## config.mk

```make
export PLATFORM = sky130hd
export DESIGN_NAME = player_bullet_manager
export DESIGN_NICKNAME = d
export VERILOG_FILES = /design/src/rtl/player_bullet_manager.sv
export SDC_FILE = /design/constraint.sdc
export NUM_CORES = 1
export LEC_CHECK = 0
export CAP_MARGIN = 25
export CORE_MARGIN = 10
export CORE_UTILIZATION = 50
export DETAILED_ROUTE_END_ITERATION = 8
export DONT_BUFFER_PORTS = 1
export GPL_TIMING_DRIVEN = 0
export SETUP_SLACK_MARGIN = 0.02
export SLEW_MARGIN = 20
export SYNTH_ARGS = -nofsm -noshare
export SYNTH_HDL_FRONTEND = slang
export SYNTH_SLANG_ARGS = --single-unit
```

## constraint.sdc

```tcl
create_clock -name i_Clk -period 2.39 [get_ports i_Clk]
set_clock_uncertainty 0.15 [all_clocks]
set_input_delay 0.717 -clock i_Clk [delete_from_list [all_inputs] [get_ports i_Clk]]
set_output_delay 0.717 -clock i_Clk [all_outputs]
set_load 0.05 [all_outputs]
```

## src/rtl/player_bullet_manager.sv

```systemverilog
// Player bullet pool: spawns on fire edges, moves live bullets up once per frame,
// and folds in kill results from the collision stage during a short per-frame pass.
//
// state | meaning
// IDLE  | waiting for a frame tick
// MERGE | apply post-collision alive bits; killed slots become NONE
// MOVE  | advance live bullets upward, tick the cooldown down
// SPAWN | serve a pending fire request into the lowest free slot
// DONE  | pulse o_UpdateDone, return to IDLE
module player_bullet_manager #(
    parameter int          MAX_PLAYER_BULLET = 4,
    parameter int          MONITOR_HEIGHT    = 480,
    parameter int          PLAYER_WIDTH      = 32,
    parameter int          PLAYER_Y          = 440,
    parameter int          BULLET_WIDTH      = 4,
    parameter int          BULLET_HEIGHT     = 8,
    parameter int          BULLET_SPEED      = 4,
    parameter int          FIRE_COOLDOWN     = 8,
    parameter logic [18:0] NONE              = 19'h7FFFF
) (
    input  logic                            i_Clk,
    input  logic                            i_Rst_n,
    input  logic                            i_FrameTick,
    input  logic                            i_Fire,
    input  logic [9:0]                      i_PlayerPosition,
    input  logic [MAX_PLAYER_BULLET-1:0]    i_PostState,
    output logic [MAX_PLAYER_BULLET-1:0]    o_PlayerBulletState,
    output logic [19*MAX_PLAYER_BULLET-1:0] o_PlayerBulletPosition,
    output logic                            o_Busy,
    output logic                            o_UpdateDone
);

    localparam logic [9:0] X_OFFSET = 10'((PLAYER_WIDTH - BULLET_WIDTH) / 2);
    localparam logic [8:0] SPAWN_Y  = 9'(PLAYER_Y - BULLET_HEIGHT);
    localparam logic [8:0] SPEED    = 9'(BULLET_SPEED);
    localparam logic [7:0] COOLDOWN = 8'(FIRE_COOLDOWN);

    typedef enum logic [2:0] {IDLE, MERGE, MOVE, SPAWN, DONE} fsm_t;

    fsm_t                         fsm;
    logic [MAX_PLAYER_BULLET-1:0] alive;
    logic [18:0]                  pos [MAX_PLAYER_BULLET];
    logic [7:0]                   cooldown;
    logic                         fire_prev;
    logic                         fire_pending;
    logic                         busy;
    logic                         update_done;
    logic [MAX_PLAYER_BULLET-1:0] free_onehot;
    logic                         free_taken;

    // One-hot pick of the lowest-index free slot
    always_comb begin
        free_onehot = '0;
        free_taken  = 1'b0;
        for (int k = 0; k < MAX_PLAYER_BULLET; k++) begin
            if (!alive[k] && !free_taken) begin
                free_onehot[k] = 1'b1;
                free_taken     = 1'b1;
            end
        end
    end

    always_ff @(posedge i_Clk or negedge i_Rst_n) begin
        if (!i_Rst_n) begin
            fsm          <= IDLE;
            alive        <= '0;
            for (int k = 0; k < MAX_PLAYER_BULLET; k++) pos[k] <= NONE;
            cooldown     <= '0;
            fire_prev    <= 1'b0;
            fire_pending <= 1'b0;
            busy         <= 1'b0;
            update_done  <= 1'b0;
        end else begin
            fire_prev   <= i_Fire;
            update_done <= 1'b0;
            if (i_Fire && !fire_prev) fire_pending <= 1'b1;

            case (fsm)
                IDLE: begin
                    if (i_FrameTick) begin
                        fsm  <= MERGE;
                        busy <= 1'b1;
                    end
                end
                MERGE: begin
                    for (int k = 0; k < MAX_PLAYER_BULLET; k++) begin
                        alive[k] <= alive[k] & i_PostState[k];
                        if (alive[k] && !i_PostState[k]) pos[k] <= NONE;
                    end
                    fsm <= MOVE;
                end
                MOVE: begin
                    // Bullets clamp at y=0 and stay live so the top-border hit is seen next frame
                    for (int k = 0; k < MAX_PLAYER_BULLET; k++) begin
                        if (alive[k]) begin
                            if (pos[k][8:0] <= SPEED) pos[k][8:0] <= 9'd0;
                            else                      pos[k][8:0] <= pos[k][8:0] - SPEED;
                        end
                    end
                    if (cooldown != 8'd0) cooldown <= cooldown - 8'd1;
                    fsm <= SPAWN;
                end
                SPAWN: begin
                    // Clearing here also discards an edge arriving in this same cycle
                    fire_pending <= 1'b0;
                    if (fire_pending && (cooldown == 8'd0) && free_taken) begin
                        for (int k = 0; k < MAX_PLAYER_BULLET; k++) begin
                            if (free_onehot[k]) begin
                                alive[k] <= 1'b1;
                                pos[k]   <= {i_PlayerPosition + X_OFFSET, SPAWN_Y};
                            end
                        end
                        cooldown <= COOLDOWN;
                    end
                    update_done <= 1'b1;
                    fsm         <= DONE;
                end
                DONE: begin
                    busy <= 1'b0;
                    fsm  <= IDLE;
                end
                default: begin
                    busy <= 1'b0;
                    fsm  <= IDLE;
                end
            endcase
        end
    end

    for (genvar g = 0; g < MAX_PLAYER_BULLET; g++) begin : g_pack
        assign o_PlayerBulletPosition[19*g +: 19] = pos[g];
    end

    assign o_PlayerBulletState = alive;
    assign o_Busy              = busy;
    assign o_UpdateDone        = update_done;

endmodule

```

[After elaboration in Yosys (flattened, before gate mapping)]
Index checks and enable logic that the tools add are counted.
Storage, ports and cells
  bits in registers: 95
  input port bits: 18
  output and inout bits: 82
Cells by class
  add/sub/neg operators: 6
  $lt $le $gt $ge: 4
  equal/unequal tests: 18
  multiplexer cells: 47
  bitwise logic cells: 5
  reductions and logical operators: 42
Operator list (number)
  2-to-1 mux 19 bit: 8
  one-hot mux 9 bit (3 select lines): 4
  one-hot mux 10 bit (2 select lines): 4
  2-to-1 mux 76 bit: 1
  2-to-1 mux 9 bit: 8
  <= comparator 9 x 3 -> 1 bit, second input constant: 4
  subtractor 9 x 3 -> 9 bit, second input constant: 4
  != test 2 bit, second input constant: 15
  AND reduction 5 bit: 4
  2-to-1 mux 8 bit: 2
  one-hot mux 8 bit (2 select lines): 1
  AND reduction 4 bit: 4
  2-to-1 mux 1 bit: 14
  one-hot mux 3 bit (4 select lines): 1
  AND reduction 3 bit: 4
  adder 10 x 4 -> 10 bit, second input constant: 1
  logical AND 1 bit: 10
  zero test 1 bit: 10
  zero test 8 bit: 1
  one-hot mux 4 bit (2 select lines): 1
  nonzero test 8 bit: 1
  subtractor 8 x 1 -> 8 bit, second input constant: 1
  equality test 3 x 2 -> 1 bit, second input constant: 2
  nonzero test 2 bit: 3
  10 further kinds: 14

[Depth between registers and ports, before layout]
  depth after elaboration: 12
  mapped depth: 9
  mapped depth without buffers: 7

[Worst setup path before layout]
No wires, ideal clock.
  path kind: register to register
  from: reg alive[1] (netlist: o_PlayerBulletState[1])
  to: reg pos, in the netlist o_PlayerBulletPosition[28]
  arrival time: 2111 ps
  setup slack: 47 ps
  cell stages (with the launch flop): 8
  buffers on the path: 2
  clock period less this slack: 2343 ps
  path through: dfrtp_1 > clkbuf_1 > and3_1 > a21oi_1 > a31oi_1 > buf_6 > nor3_4 > mux2_2
On the way
  word-level cells in the longest chain between the ends: 12
  elaborated cells on any way between the ends: 16
RTL lines
  start, declared: RTL line 41  | logic [MAX_PLAYER_BULLET-1:0] alive;
  start signal, assigned by index: RTL line 87  | alive[k] <= alive[k] & i_PostState[k];
  zero test 1 bit: RTL line 56  | if (!alive[k] && !free_taken) begin
  logical AND 1 bit: RTL line 56
  2-to-1 mux 1 bit: RTL line 56
  zero test 1 bit: RTL line 56
  logical AND 1 bit: RTL line 56
  2-to-1 mux 1 bit: RTL line 56
  zero test 1 bit: RTL line 56
  logical AND 1 bit: RTL line 56
  2-to-1 mux 1 bit: RTL line 56
  logical AND 1 bit: RTL line 106  | if (fire_pending && (cooldown == 8'd0) && free_taken) begin
  != test 2 bit (no source line)
  AND reduction 4 bit (no source line) *
  end signal, assigned by index: RTL line 97  | else pos[k][8:0] <= pos[k][8:0] - SPEED;
  end signal, assigned by index: RTL line 110  | pos[k] <= {i_PlayerPosition + X_OFFSET, SPAWN_Y};
  end, declared: RTL line 42  | logic [18:0] pos [MAX_PLAYER_BULLET];
Every way passes the cells marked *; elsewhere a longest branch is shown, timed or not.
A chain may end at the register's enable or synchronous reset.

[Worst setup path after layout]
  from: reg cooldown[0]
  to: reg pos, in the netlist o_PlayerBulletPosition[36]
On the way
  word-level cells in the longest chain between the ends: 5
RTL lines
  start, declared: RTL line 43  | logic [7:0] cooldown;
  start signal, assigned: RTL line 100  | if (cooldown != 8'd0) cooldown <= cooldown - 8'd1;
  zero test 8 bit: RTL line 106
  logical AND 1 bit (2 in a row): RTL line 106
  != test 2 bit (no source line)
  AND reduction 4 bit (no source line)
Every way passes these cells.

==> impl_metrics.tcl <==
set metrics [dict create \
    cap_violations 0 \
    gp_congestion 0.8381 \
    syn_inst 456 \
    clock_latency_ns 0.36 \
    drcViolationCount 0 \
    io_buffers 0 \
    grt_usage_pct 17.70 \
    worst_pin_slew_ns 0.9365 \
    grt_use_met2_pct 28.65 \
    vias_per_cell 5.854 \
    cts_max_level 3 \
    cp_data_required_time_ns 2.54 \
    cts_tree "done" \
    cp_max_fo 5 \
    rows 35 \
    clk_path_buf_depth 2 \
    clk_pin_slew_ns 0.10 \
    use_met1_pct 20.64 \
    reg2reg_slack_ns 0.02 \
    layout_commonest_cell "dfstp_2" \
    drtAntennaViolNets 0 \
    busiest_layer "met2" \
    synthArstFlopShare_pct 100.0 \
    yosysSeqAreaShare_pct 49.23 \
    synth_edf_count 0 \
    cts_sinks 91 \
    grt_max_degree 74 \
    dp_hpwl_um 8792 \
    area_delta_synth_final_pct 13.58 \
    start_util_pct 51.79 \
    netlist_area_sq_mm 0.004808 \
    die_h_um 118.1 \
    fin_crit_ns 2.368 \
    ios 100 \
    status "completed" \
    cp-start-kind "register" \
    netlist_top_cells_area "dfstp_2 39%, mux2_2 10%, dfrtp_1 9.9%" \
    synth_cell_types 60 \
    grt_pass1_wl_um 20260 \
    drt_iter0_drc 222 \
    yosysTopAreaCell "dfstp_2" \
    hold_viol 0 \
    fillers 823 \
    hp-class "in2async" \
    mostFrequentLayoutCells "69 x dfstp_2, 44 x o21ai_0, 38 x mux2_2" \
    nets 505 \
    yosysWarningCount 0 \
    yosysTopAreaCellShare_pct 39.34 \
    globalRouteOverflowTotal 0 \
    criticalPathCategory "reg2reg" \
    period_share_pct 99.08 \
    core_area_sq_mm 0.009284 \
    wl_um 12590 \
    critPathCaptureType "register" \
    fmax_mhz 422.3 \
    antenna_found_initial 1 \
    whs_ns 0.03719 \
    drt_pass1_iterations 5 \
    syn-num-nets 485 \
    grt_pass1_vias 3628 \
    final_cells 611 \
    reg2regPathDepth 9 \
    ys_ff_latch 91 \
    syn_avg_cell_area_sq_um 10.54 \
    drv_slew 0 \
    rsz0062_at_grt "true" \
    drive_gt1_share_pct 40.54 \
    wl_per_cell_um 20.60 \
    r2r_start "cooldown[0]" \
    die_width_um 118.1 \
    synth-main-ff-cell "dfstp_2" \
    dp_cells 585 \
    dieArea_sq_mm 0.01394 \
    cts-root-buf "clkbuf_8" \
    fin_ws_ns 0.02209 \
    via_count 3577 \
    timing.slew.headroom_pct 37.36 \
    pre_cts_ws_ns -0.4695 \
    use_met3_pct 7.962 \
    setup_viol 0 \
    arrival_ns 2.52 \
    cts_made_buffers 9 \
    rr_endpoint "o_PlayerBulletPosition[36]" \
]
==> cell type report <==
| cell class | instances | area [sq um] | area share (%) |
|---|---|---|---|
| multi-input combinational | 323 | 2389 | 43.73 |
| timing repair buffer | 12 | 135.1 | 2.474 |
| sequential | 91 | 2386 | 43.69 |
| antenna | 1 | 2.502 | 0.04582 |
| clock inverter | 7 | 63.81 | 1.168 |
| inverter | 21 | 78.83 | 1.443 |
| tap | 129 | 161.4 | 2.955 |
| clock buffer | 9 | 123.9 | 2.268 |
| buffer | 18 | 121.4 | 2.222 |
==> cells in the mapped netlist, drive strengths merged, types with 3 or more instances <==
master and number:
ha 11, xor2 3, nand2 25, nor2b 7, a21oi 19, buf 9
xnor2 5, nand4 3, a31oi 8, dfrtp 19, or3 6, nor3 13
or2 5, a22o 4, clkbuf 12, nand3b 4, o31ai 7, o22ai 4
o21ai 46, mux2 46, o41ai 3, nand2b 14, nor2 31, nand3 13
nor4 8, inv 21, nor4b 4, dfstp 72, nor3b 4
==> worst max-delay path, stage by stage (launching register included) <==
cell       delay, ns
dfrtp_2         0.45
inv_2           0.07
ha_2            0.19
nand3b_1        0.15
a21oi_4         0.20
a31oi_4         0.12
buf_6           0.15
nor3_4          0.27
clkbuf_16       0.22
mux2_2          0.32
==> metrics by stage <==
stage | TNS, ns | utilization [%] | instance area [sq um]
after floorplan | 0 | - | 4808
after global placement | -15.49 | 53.53 | 4970
after detailed placement | -16.60 | 53.53 | 4970
after CTS | 0 | 57.16 | 5306
after global routing | -0.6975 | 58.80 | 5459
final | 0 | 58.83 | 5461
==> registers in the layout, indices dropped and copies added, names as in the netlist <==
register	count
fsm	3
o_UpdateDone	1
cooldown	8
o_Busy	1
fire_prev	1
o_PlayerBulletState	4
o_PlayerBulletPosition	72
fire_pending	1
==> cells by family (layout without fill, tap and decap cells) <==
| family | Yosys count | count (layout) | synth area share (%) |
|---|---|---|---|
| AOI/OAI and AO/OA | 113 | 113 | 15.12 |
| xor gates and xnor gates | 8 | 8 | 1.457 |
| adders and majority gates | 11 | 11 | 2.862 |
| buffers and inverters | 42 | 67 | 3.955 |
| DFF | 91 | 91 | 49.23 |
| muxes | 46 | 46 | 10.77 |
| other | 0 | 1 | 0 |
| and+or+nand+nor | 145 | 145 | 16.60 |
==> what timing repair did <==
action,in CTS,in global routing
hold buffers,1,0
gates cloned,0,1
pin swaps,3,3
setup endpoints to repair,69,67
resized for setup,21,34
setup buffers,4,6
hold endpoints to repair,19,0
==> how the worst max path moves through the flow <==
stage | from | endpoint | slack [ns] | depth (start not counted)
after floorplan | o_PlayerBulletState[1] | o_PlayerBulletPosition[28] | 0.05 | 7
after global placement | o_PlayerBulletState[1] | o_PlayerBulletPosition[29] | -0.43 | 7
after detailed placement | o_PlayerBulletState[1] | o_PlayerBulletPosition[32] | -0.47 | 7
after CTS | fsm[1] | cooldown[7] | 0.04 | 7
after global routing | cooldown[1] | o_PlayerBulletPosition[37] | -0.09 | 9
final | cooldown[0] | o_PlayerBulletPosition[36] | 0.02 | 9
==> layer usage <==
layer / share of wire, % / vias to the layer above
li1: - / 1689
met1: 40 / 1773
met2: 49 / 104
met3: 10 / 11
met4: 1.2 / 0
met5: 0 / -
Power is not shown: default switching activity piles up to over one toggle a cycle in this logic, so the estimate is an artifact.
